**config.mk**
```make
export PLATFORM = sky130hd
export DESIGN_NAME = controlador_io
export DESIGN_NICKNAME = d
export VERILOG_FILES = /design/src/rtl/controlador_io.sv
export SDC_FILE = /design/constraint.sdc
export NUM_CORES = 1
export LEC_CHECK = 0
export CORE_UTILIZATION = 65
export CTS_CLUSTER_SIZE = 24
export DETAILED_ROUTE_END_ITERATION = 8
export DONT_BUFFER_PORTS = 1
export PLACE_DENSITY = 0.81
export SLEW_MARGIN = 20
export SYNTH_ARGS = -nofsm -noshare
export SYNTH_HDL_FRONTEND = slang
export SYNTH_SLANG_ARGS = --single-unit
```
**constraint.sdc**
```tcl
create_clock -name clock -period 4.97 [get_ports clock]
set_clock_uncertainty 0.2 [all_clocks]
set_input_delay 0.994 -clock clock [delete_from_list [all_inputs] [get_ports clock]]
set_output_delay 0.994 -clock clock [all_outputs]
set_load 0.02 [all_outputs]
```
**src/rtl/controlador_io.sv**
```systemverilog
// I/O sequencer for IN, OUT and HALT: stalls the PC, debounces the confirm/resume keys,
// captures synchronised switches for IN and holds the display register for OUT.
module controlador_io #(
  parameter int DATA_WIDTH      = 32,
  parameter int SW_WIDTH        = 16,
  parameter int DEBOUNCE_CYCLES = 4
) (
  input  logic                  clock,
  input  logic                  reset,
  input  logic                  isIn,
  input  logic                  isOut,
  input  logic                  isHalt,
  input  logic                  btnConfirm,
  input  logic                  btnResume,
  input  logic [SW_WIDTH-1:0]   switches,
  input  logic [DATA_WIDTH-1:0] outData,
  output logic                  stall,
  output logic [DATA_WIDTH-1:0] inData,
  output logic                  inValid,
  output logic [DATA_WIDTH-1:0] display,
  output logic                  displayValid,
  output logic                  halted
);

  localparam int CNT_W = $clog2(DEBOUNCE_CYCLES + 1);
  localparam logic [CNT_W-1:0] CNT_LAST = CNT_W'(DEBOUNCE_CYCLES - 1);
  localparam int BTN_CONFIRM = 0;
  localparam int BTN_RESUME  = 1;

  typedef enum logic [1:0] {
    IDLE    = 2'd0,
    IN_WAIT = 2'd1,
    IN_DONE = 2'd2,
    HALTED  = 2'd3
  } state_t;

  state_t                state_q, state_d;
  logic [1:0]            btn_raw;
  logic [1:0]            btn_meta_q, btn_sync_q;
  logic [1:0]            deb_q, deb_dly_q;
  logic [CNT_W-1:0]      cnt_q [2];
  logic [1:0]            press;
  logic [SW_WIDTH-1:0]   sw_meta_q, sw_sync_q;
  logic [DATA_WIDTH-1:0] in_data_q, in_data_d;
  logic [DATA_WIDTH-1:0] display_q, display_d;
  logic                  disp_valid_q, disp_valid_d;

  assign btn_raw = {btnResume, btnConfirm};

  // Both keys share one synchroniser/debouncer structure; a level change needs
  // DEBOUNCE_CYCLES consecutive disagreeing samples before deb follows it.
  always_ff @(posedge clock or posedge reset) begin
    if (reset) begin
      btn_meta_q <= '0;
      btn_sync_q <= '0;
      deb_q      <= '0;
      deb_dly_q  <= '0;
      for (int i = 0; i < 2; i++) cnt_q[i] <= '0;
    end else begin
      btn_meta_q <= btn_raw;
      btn_sync_q <= btn_meta_q;
      deb_dly_q  <= deb_q;
      for (int i = 0; i < 2; i++) begin
        if (btn_sync_q[i] == deb_q[i]) begin
          cnt_q[i] <= '0;
        end else if (cnt_q[i] == CNT_LAST) begin
          deb_q[i] <= btn_sync_q[i];
          cnt_q[i] <= '0;
        end else begin
          cnt_q[i] <= cnt_q[i] + 1'b1;
        end
      end
    end
  end

  assign press = deb_q & ~deb_dly_q;

  always_ff @(posedge clock or posedge reset) begin
    if (reset) begin
      sw_meta_q    <= '0;
      sw_sync_q    <= '0;
      state_q      <= IDLE;
      in_data_q    <= '0;
      display_q    <= '0;
      disp_valid_q <= 1'b0;
    end else begin
      sw_meta_q    <= switches;
      sw_sync_q    <= sw_meta_q;
      state_q      <= state_d;
      in_data_q    <= in_data_d;
      display_q    <= display_d;
      disp_valid_q <= disp_valid_d;
    end
  end

  // Strobes are only decoded in IDLE; elsewhere the PC is frozen and press
  // pulses not consumed by the current state are simply dropped.
  always_comb begin
    state_d      = state_q;
    in_data_d    = in_data_q;
    display_d    = display_q;
    disp_valid_d = disp_valid_q;
    stall        = 1'b0;
    inValid      = 1'b0;
    halted       = 1'b0;
    unique case (state_q)
      IDLE: begin
        if (isHalt) begin
          state_d = HALTED;
          stall   = 1'b1;
        end else if (isIn) begin
          state_d = IN_WAIT;
          stall   = 1'b1;
        end else if (isOut) begin
          display_d    = outData;
          disp_valid_d = 1'b1;
        end
      end
      IN_WAIT: begin
        stall = 1'b1;
        if (press[BTN_CONFIRM]) begin
          in_data_d = DATA_WIDTH'(sw_sync_q);
          state_d   = IN_DONE;
        end
      end
      IN_DONE: begin
        inValid = 1'b1;
        state_d = IDLE;
      end
      HALTED: begin
        halted = 1'b1;
        stall  = ~press[BTN_RESUME];
        if (press[BTN_RESUME]) state_d = IDLE;
      end
      default: state_d = IDLE;
    endcase
  end

  assign inData       = in_data_q;
  assign display      = display_q;
  assign displayValid = disp_valid_q;

endmodule

```
# ---- Word level (Yosys, flattened, before mapping)
# Cells that the tools add are included.
dict set report totals {
  in_bits 55
  wordCells 52
  output_inout_bits 68
  reg_bits 97
}
dict set report classes {
  add_sub_neg 2
  n_eq_ne 10
  n_reduce_logical 6
  bitwise_logic 7
  mux 14
}
# op count
set op_table {}
lappend op_table {{$mux W3} 4}
lappend op_table {{$mux W2} 4}
lappend op_table {{$pmux W2 S4} 1}
lappend op_table {{$add A3 B1 Y3 const B} 2}
lappend op_table {{$eq A3 B2 Y1 const B} 2}
lappend op_table {{$reduce_and A2 Y1} 3}
lappend op_table {{$not A1 Y1} 5}
lappend op_table {{$eq A2 B2 Y1 const B} 2}
lappend op_table {{$mux W1} 4}
lappend op_table {{$ne A2 B2 Y1 const B} 2}
lappend op_table {{$reduce_and A4 Y1} 1}
lappend op_table {{$ne A3 B3 Y1 const B} 1}
lappend op_table {{$pmux W1 S3} 1}
lappend op_table {{$reduce_and A3 Y1} 1}
lappend op_table {{$and A2 B2 Y2} 1}
lappend op_table {{$eq A1 B1 Y1} 2}
lappend op_table {{$eq A2 B1 Y1 const B} 1}
lappend op_table {{$logic_not A2 Y1} 1}
lappend op_table {{$not A2 Y2} 1}

# ---- Depth between registers and ports, before layout
# Gate-level depths: netlist of the first run.
dict set report logic_depth {
  depth_word 4
  ltp_mapped 5
}

# ---- Least setup slack after synthesis of the first run
# OpenSTA, ideal clock, no wires.
dict set report synth_path {
  path_type {input to output}
  startpoint {input isIn}
  endpoint {output stall}
  required_time_ps 3776
  path_stages 2
  t_arrival_ps 1531
  n_path_buf 0
  slack_ps 2245
  path_cell_list {nor3_2 o21ai_0}
}
dict set report synth_via {
  elab_chain_len 3
}
# element line_no
set synth_lines {}
lappend synth_lines {{start: declaration} 10} ;# input logic isIn,
lappend synth_lines {{$mux W1} 111} ;# end else if (isIn) begin
lappend synth_lines {{$mux W1} 108} ;# if (isHalt) begin
lappend synth_lines {{$pmux W1 S3} 106} ;# unique case (state_q)
lappend synth_lines {{end: declaration} 17} ;# output logic stall,
# Every way passes these cells.

# ---- Final worst setup path of the first run
# Ends and elaborated chain as after synthesis.

==> results of run 1 <==
[routing by layer]
layer,track usage,share of wire,up-vias,wire length (um)
met3,0.07011,0.076,11,400
met4,0.1049,0.017,0,90
met5,0,0,-,0
met2,0.3048,0.51,79,2682
li1,-,-,643,-
met1,0.2308,0.39,775,2057
[path summary, 6_finish.rpt]
check | from | endpoint | slack (ps) | depth (start not counted)
setup / recovery | isIn | stall | 2190 | 2
hold / removal | sw_meta_q[1] | sw_sync_q[1] | 150 | 0
setup reg to reg | state_q[0] | display[4] | 2830 | 3
hold reg to reg | sw_meta_q[1] | sw_sync_q[1] | 150 | 0
max in group asynchronous | reset | display[26] | 3580 | 1
min in group asynchronous | reset | display[7] | 470 | 1
[registers in the layout (all words and copies together), names as in the netlist]
signal	flops
display	32
inData	16
sw_meta_q	16
sw_sync_q	16
cnt_q	6
btn_meta_q	2
btn_sync_q	2
deb_dly_q	2
deb_q	2
state_q	2
displayValid	1
[per-stage QoR]
step	utilization	total power [uW]	hold WS, ps	instance area (um2)
final	0.7245	2558	152.9	3747
after global routing	0.7245	2682	157.8	3747
after detailed placement	0.6759	1975	134.7	3496
after CTS	0.7240	2582	154.2	3745
after global placement	0.6759	1930	134.0	3496
after floorplan	-	1884	131.2	3591
[report_power, final]
part	leakage, uW	internal (uW)	switching [uW]	total, uW
combinational	0.000548	317	165	482
clock	0.000125	340	266	607
sequential	0.00116	1040	433	1470
total	0.00184	1690	865	2560
[cells in the mapped netlist, types with 2 or more instances]
library cell,n,area share
buf_6,4,0.013
dfrtp_1,97,0.69
o21ai_0,4,0.0057
inv_1,3,0.0032
mux2_4,39,0.17
mux2_2,10,0.032
buf_4,16,0.034
nor3b_1,4,0.0085
ha_1,2,0.0071
nor2b_1,2,0.0035
nor3_1,2,0.0028
xnor2_1,2,0.0050
[cell type report]
type,instances,area [um2],share of cell area
sequential,97,2427,0.6477
multi-input combinational,92,967.2,0.2581
clock inverter,7,125.1,0.03339
clock buffer,9,123.9,0.03306
tap,70,87.58,0.02337
inverter,3,16.27,0.004341
[cells by family (layout without fill, tap and decap cells)]
family / after synthesis / in the layout
compound gates: 7 / 7
xor+xnor: 2 / 2
fa+ha+maj: 2 / 2
buf+inv: 24 / 19
flops: 97 / 97
mux: 49 / 49
other cells: 1 / 16
simple gates: 16 / 16
==> results.cfg, run 1 <==
[drt]
wl_per_cell_um = 18.81
ant_nets = 0
routed_wl_um = 5230
dr.first_iter.drc_count = 79
first_pass_iters = 4
route.detailed.drc = 0
viasPerCell = 5.424
vias = 1508

[timing]
worst_pin_slew_ps = 878.6
setup_viol = 0
finalCriticalPeriod_ps = 2776
hold_viol_final = 0
timing.fmax_ghz = 0.3603
fin_tns_setup_ps = 0
slew_violations = 0
grt_setup_unrepaired = false
slew_headroom = 0.4143
period_share = 0.5585
layout_setup_ws_ps = 2194

[global_routing]
antenna_found_initial = 0
grt_pass1_wl_um = 7576
grt_pass1_vias = 1531
grt_max_degree = 98
grt-ovfl-total = 0
grt_usage = 0.1925

[setup_path]
crit_path_start_kind = input port
end_kind = primary output
path_class = in2out
crit_path_cell_trace = nor3_2 > o21ai_0
crit_arrival_ps = 1580
crit_family = compound AO/OA/AOI/OAI gates
worstPathRequired_ps = 3780
max_stage_delay_ps = 310
crit_slowest_cell = o21ai_0
path_buf_inv = 0
crit_fanout = 3

[run]
drv_cap = 0

[logic_synthesis]
yosysSeqAreaShare = 0.6867
synthXorXnorAreaFrac = 0.004956
synth_compound_area_frac = 0.01133
muxShareOfSynthArea = 0.1975
synth_cell_type_count = 25
syn_avg_cell_area_um2 = 17.85
synth_edf_count = 0
syn_inst = 198
synth_top_family_by_area = multiplexers
synthFlopType = dfrtp_1
async_flop_share = 1.000
syn_area_um2 = 3535
yosysWarnings = 0
synthSimpleGateAreaFrac = 0.03575
synthAdderAreaFrac = 0.007080
ys_seq_elements = 97

[placed_design]
detailedPlace.worstSlack_ps = 2187
gp_congestion = 0.6442
placedCellCount = 262
dp_hpwl_um = 3700
io_buffers = 0

[floorplan]
die-area_um2 = 5737
die_x_um = 75.74
core_um2 = 5172
initial_core_util = 0.6834
ios = 123
row_count = 26
dieHeight_um = 75.74

[clock_tree]
cts-buffers-inserted = 9
clock-sinks = 97
cts_tree = yes
clk_latency_ps = 350
cts_buffer_depth = 2
cts-htree-levels = 3
post_cts_buffers = 0
cts_hold_buf = 0
cts_root_buf = clkbuf_8
postCtsResizedCells = 0
path_clk_slew_ps = 90

[cells_and_area]
final_cell_mix = dfrtp_1 (97), mux2_4 (39), conb_1 (16)
layoutNonFillerInstCount = 278
drive_above_1_share = 0.3413
num_antenna_cells = 0
layout_commonest_cell = dfrtp_1
fin_nets = 260
area_growth_pct = 6.018
fillerInstances = 317

[hold_path]
hp-class = reg2reg

[pwr]
ir_drop_uv = 400.6
leakage_uw = 0.001836
powerDensity_nw_per_um2 = 682.5

[status]
outcome = finished, final reports clean
Power figures use the tool's default switching activity.
==> run 2, diff against run 1 <==
--- a/config.mk
+++ b/config.mk
@@ -5,11 +5,11 @@
 export SDC_FILE = /design/constraint.sdc
 export NUM_CORES = 1
 export LEC_CHECK = 0
-export CORE_UTILIZATION = 65
+export CORE_UTILIZATION = 62
 export CTS_CLUSTER_SIZE = 24
 export DETAILED_ROUTE_END_ITERATION = 8
 export DONT_BUFFER_PORTS = 1
-export PLACE_DENSITY = 0.81
+export PLACE_DENSITY = 0.78
 export SLEW_MARGIN = 20
 export SYNTH_ARGS = -nofsm -noshare
 export SYNTH_HDL_FRONTEND = slang
==> constraint.sdc (replaced) <==
create_clock -name clock -period 2.6 [get_ports clock]
set_clock_uncertainty 0.2 [all_clocks]
set_input_delay 0.52 -clock clock [delete_from_list [all_inputs] [get_ports clock]]
set_output_delay 0.52 -clock clock [all_outputs]
set_load 0.02 [all_outputs]
==> results.cfg, run 2 (synthesis gave the netlist of run 1 again) <==
[setup_path]
crit_path_cell_trace = nor3_2 > o21ai_0
path_class = reg2out
max_stage_delay_ps = 560
timing.rr.start = state_q[0]
path_buf_inv = 0
r2r_end = display[23]
crit_arrival_ps = 1470
end_kind = primary output
worstPathRequired_ps = 1880
crit_slowest_cell = o21ai_0
crit_family = compound AO/OA/AOI/OAI gates
ff2ff_setup_slack_ps = 440
reg2regPathDepth = 3
crit_path_start_kind = flop
crit_fanout = 7

[status]
outcome = finished, final reports clean

[cells_and_area]
final_cell_mix = dfrtp_1 (97), mux2_4 (39), dlygate4sd3_1 (19)
area_growth_pct = 11.12
fin_nets = 283
num_antenna_cells = 0
seqCellArea_um2 = 2427
drive_above_1_share = 0.3174
multi_input_area_um2 = 967.2
fillerInstances = 345
layout_commonest_cell = dfrtp_1
largest_reg_flops = 32

[floorplan]
die_x_um = 77.51
initial_core_util = 0.6419
dieHeight_um = 77.51
die-area_um2 = 6007
row_count = 27
core_um2 = 5507
ios = 123

[hold_path]
min_to = display[14]
min_from = outData[14]
holdPathStages = 1
hp-class = in2reg

[drt]
route.detailed.drc = 0
wl_per_cell_um = 19.52
routed_wl_um = 5895
viasPerCell = 5.341
vias = 1613
ant_nets = 0
first_pass_iters = 4
dr.first_iter.drc_count = 60

[timing]
fin_tns_setup_ps = 0
period_share = 0.8419
hold_viol_final = 0
setup_viol = 0
grt_setup_unrepaired = false
worst_pin_slew_ps = 682.9
finalCriticalPeriod_ps = 2189
slew_violations = 0
timing.fmax_ghz = 0.4569
slew_headroom = 0.5399
layout_setup_ws_ps = 411.1

[clock_tree]
cts-htree-levels = 3
postCtsResizedCells = 0
cts_buffer_depth = 2
clock-sinks = 97
cts_tree = yes
path_clk_slew_ps = 80
post_cts_buffers = 0
cts_root_buf = clkbuf_8
cts-buffers-inserted = 9
cts_hold_buf = 19
clk_latency_ps = 340

[placed_design]
dp_hpwl_um = 4165
io_buffers = 0
detailedPlace.worstSlack_ps = 433.6
gp_congestion = 0.6776

[global_routing]
grt_usage = 0.2129
grt_pass1_wl_um = 9370
grt_pass1_vias = 1790
grt-ovfl-total = 0
antenna_found_initial = 0
grt_max_degree = 39

[pwr]
design_power_total_uw = 4739
leakage_uw = 0.001913
ir_drop_uv = 858.3
powerDensity_nw_per_um2 = 1207

[run]
drv_cap = 0
[run 2: changes by cell type in the layout (fill, tap and decap cells not counted)]
cell	before	now
clkinvlp_4	0	1
buf_4	0	3
clkbuf_1	0	1
bufinv_16	3	1
clkbuf_8	9	11
inv_6	4	0
dlygate4sd3_1	0	19
clkinv_4	1	0
clkinv_2	0	2
buf_12	0	1
[run 2: how the worst max path moves through the flow]
stage | startpoint | cells after the start | to
final | state_q[0] | 2 | stall
after global routing | state_q[0] | 2 | stall
after CTS | state_q[0] | 2 | stall
after detailed placement | isIn | 3 | display[1]
after global placement | isIn | 3 | display[1]
after floorplan | reset | 1 | btn_meta_q[0]
[run 2: layout make-up]
type | instances | area share
Sequential cell | 97 | 0.6180
Multi-Input combinational cell | 92 | 0.2463
Timing Repair Buffer | 23 | 0.05925
Clock buffer | 12 | 0.03950
Tap cell | 72 | 0.02294
Clock inverter | 3 | 0.01019
Inverter | 3 | 0.003823
[run 2: worst reg2reg max path, delay by kind of cell, from the launching register on]
family,cells,cell delay (ps)
multiplexers,1,510
flip-flops,1,460
AND/OR/NAND/NOR,2,870
[run 2: where the power goes]
part,leakage (uW),internal [uW],total [uW],switching (uW)
Clock,0.000102,489,935,445
Combinational,0.000647,632,972,340
Sequential,0.00116,1980,2830,851
Total,0.00191,3100,4740,1640
[run 2: metal layers]
metal / share of wire / vias to the layer above / GRT usage
li1: - / 690 / -
met1: 0.37 / 828 / 0.2384
met2: 0.53 / 86 / 0.3628
met4: 0.011 / 0 / 0.06226
met5: 0 / - / 0
met3: 0.085 / 9 / 0.09882
[run 2: metrics by stage]
stage	utilization	hold WS [ps]	cells	instance area [um2]
after detailed placement	0.6433	134.7	268	3542
after global routing	0.7132	97.46	302	3928
after global placement	0.6433	135.4	268	3542
final	0.7132	123.7	302	3928
after CTS	0.7132	104.4	302	3928
after floorplan	-	131.2	213	3595
==> run 3, diff against run 2 <==
--- a/config.mk
+++ b/config.mk
@@ -5,11 +5,11 @@
 export SDC_FILE = /design/constraint.sdc
 export NUM_CORES = 1
 export LEC_CHECK = 0
-export CORE_UTILIZATION = 62
+export CORE_UTILIZATION = 56
 export CTS_CLUSTER_SIZE = 24
 export DETAILED_ROUTE_END_ITERATION = 8
 export DONT_BUFFER_PORTS = 1
-export PLACE_DENSITY = 0.78
+export PLACE_DENSITY = 0.74
 export SLEW_MARGIN = 20
 export SYNTH_ARGS = -nofsm -noshare
 export SYNTH_HDL_FRONTEND = slang
==> constraint.sdc (replaced) <==
create_clock -name clock -period 1.8 [get_ports clock]
set_clock_uncertainty 0.2 [all_clocks]
set_input_delay 0.36 -clock clock [delete_from_list [all_inputs] [get_ports clock]]
set_output_delay 0.36 -clock clock [all_outputs]
set_load 0.02 [all_outputs]
==> results.cfg, run 3 (synthesis gave the netlist of run 1 again) <==
[cells_and_area]
area_growth_pct = 21.38
multi_input_area_um2 = 973.4
fin_nets = 316
layout_commonest_cell = dfrtp_1
seqCellArea_um2 = 2429
final_cell_mix = dfrtp_1 (96), dlygate4sd3_1 (51), mux2_4 (39)
largest_reg_flops = 32
drive_above_1_share = 0.2879
num_antenna_cells = 0
fillerInstances = 358
fin_util = 0.7162

[drt]
dr.first_iter.drc_count = 18
route.detailed.drc = 0
viasPerCell = 4.985
wl_per_cell_um = 17.27
vias = 1690
first_pass_iters = 4
ant_nets = 0
routed_wl_um = 5855

[global_routing]
antenna_found_initial = 0
grt_max_degree = 98
grt_usage = 0.1889
grt_pass1_wl_um = 8901
grt_pass1_vias = 1845
grt-ovfl-total = 0

[setup_path]
crit_fanout = 7
path_class = reg2out
end_kind = primary output
worstPathRequired_ps = 1240
crit_path_start_kind = flop
crit_arrival_ps = 1200

[placed_design]
dp_hpwl_um = 3436
gp_congestion = 0.7880
io_buffers = 0

[timing]
grt_setup_unrepaired = true
timing.fmax_ghz = 0.5693
fin_tns_setup_ps = 0
slew_violations = 0
whs_ps = 47.59
setup_viol = 0
finalCriticalPeriod_ps = 1757
hold_viol_final = 0
period_share = 0.9759

[clock_tree]
cts_root_buf = clkbuf_8
clock-sinks = 97
clk_latency_ps = 350
cts_buffer_depth = 2
cts_tree = yes
cts-htree-levels = 3
cts-buffers-inserted = 9
path_clk_slew_ps = 90

[floorplan]
die-area_um2 = 6633
ios = 123
dieHeight_um = 81.45
row_count = 28
core_um2 = 5991
initial_core_util = 0.5900
die_x_um = 81.45

[status]
outcome = finished, final reports clean

[pwr]
ir_drop_uv = 930.2
leakage_uw = 0.002049
powerDensity_nw_per_um2 = 1614

[run]
drv_cap = 0

[hold_path]
hp-class = in2reg
## run 3: changes by cell type in the layout (fill, tap and decap cells not counted), sizes merged
cell / delta
dlygate4sd3: +32
clkinvlp: +3
clkbuf: -2
buf: +1
clkinv: -1
inv: +1
## run 3: critical path, cell delays in order, from the launching register on
cell	delay [ps]
dfrtp_2	470
nor3_4	150
o21ai_1	80
buf_4	160
## run 3: cell type report
| cell class | instances | share of cell area |
|---|---|---|
| Inverter | 3 | 0.003500 |
| Multi-Input combinational cell | 92 | 0.2269 |
| Timing Repair Buffer | 56 | 0.1365 |
| Clock inverter | 6 | 0.01546 |
| Tap cell | 75 | 0.02187 |
| Clock buffer | 10 | 0.02975 |
| Sequential cell | 97 | 0.5661 |
## run 3: path summary, 6_finish.rpt
kind / from / to / depth (start not counted) / slack (ps)
setup / recovery: state_q[0] / stall / 3 / 40
hold / removal: isHalt / state_q[1] / 2 / 50
setup reg to reg: state_q[0] / display[16] / 5 / 90
hold reg to reg: btn_meta_q[0] / btn_sync_q[0] / 0 / 150
max in group asynchronous: reset / state_q[0] / 3 / 580
min in group asynchronous: reset / inData[12] / 3 / 410
## run 3: power by group
part,internal [uW],switching [uW]
clock,645,720
combinational,997,491
sequential,2860,1210
total,4500,2420
## run 3: what timing repair did
action | 4_1_cts | 5_1_grt
resized for setup | 2 | 2
cloned | 0 | 0
setup endpoints to repair | 30 | 1
hold buffers | 51 | 0
setup buffers | 1 | 0
endpoints found under the hold margin | 147 | 0
pin swaps | 1 | 0
## run 3: layer usage
layer	part of all wire	track usage	up-vias	wire [um]
met5	0	0	-	0
met4	0.027	0.09821	0	156
met3	0.078	0.07333	14	456
met2	0.52	0.3025	87	3025
met1	0.38	0.2199	835	2217
li1	-	-	754	-
## run 3: through the flow
stage	area [um2]	total power, uW	setup slack (ps)	instances
after global routing	4290	7281	-42.42	339
after floorplan	3595	5202	92.36	213
final	4290	6927	43.38	339
after detailed placement	3571	5480	-1.177	271
after CTS	4290	6953	13.63	339
after global placement	3571	5375	113.6	271
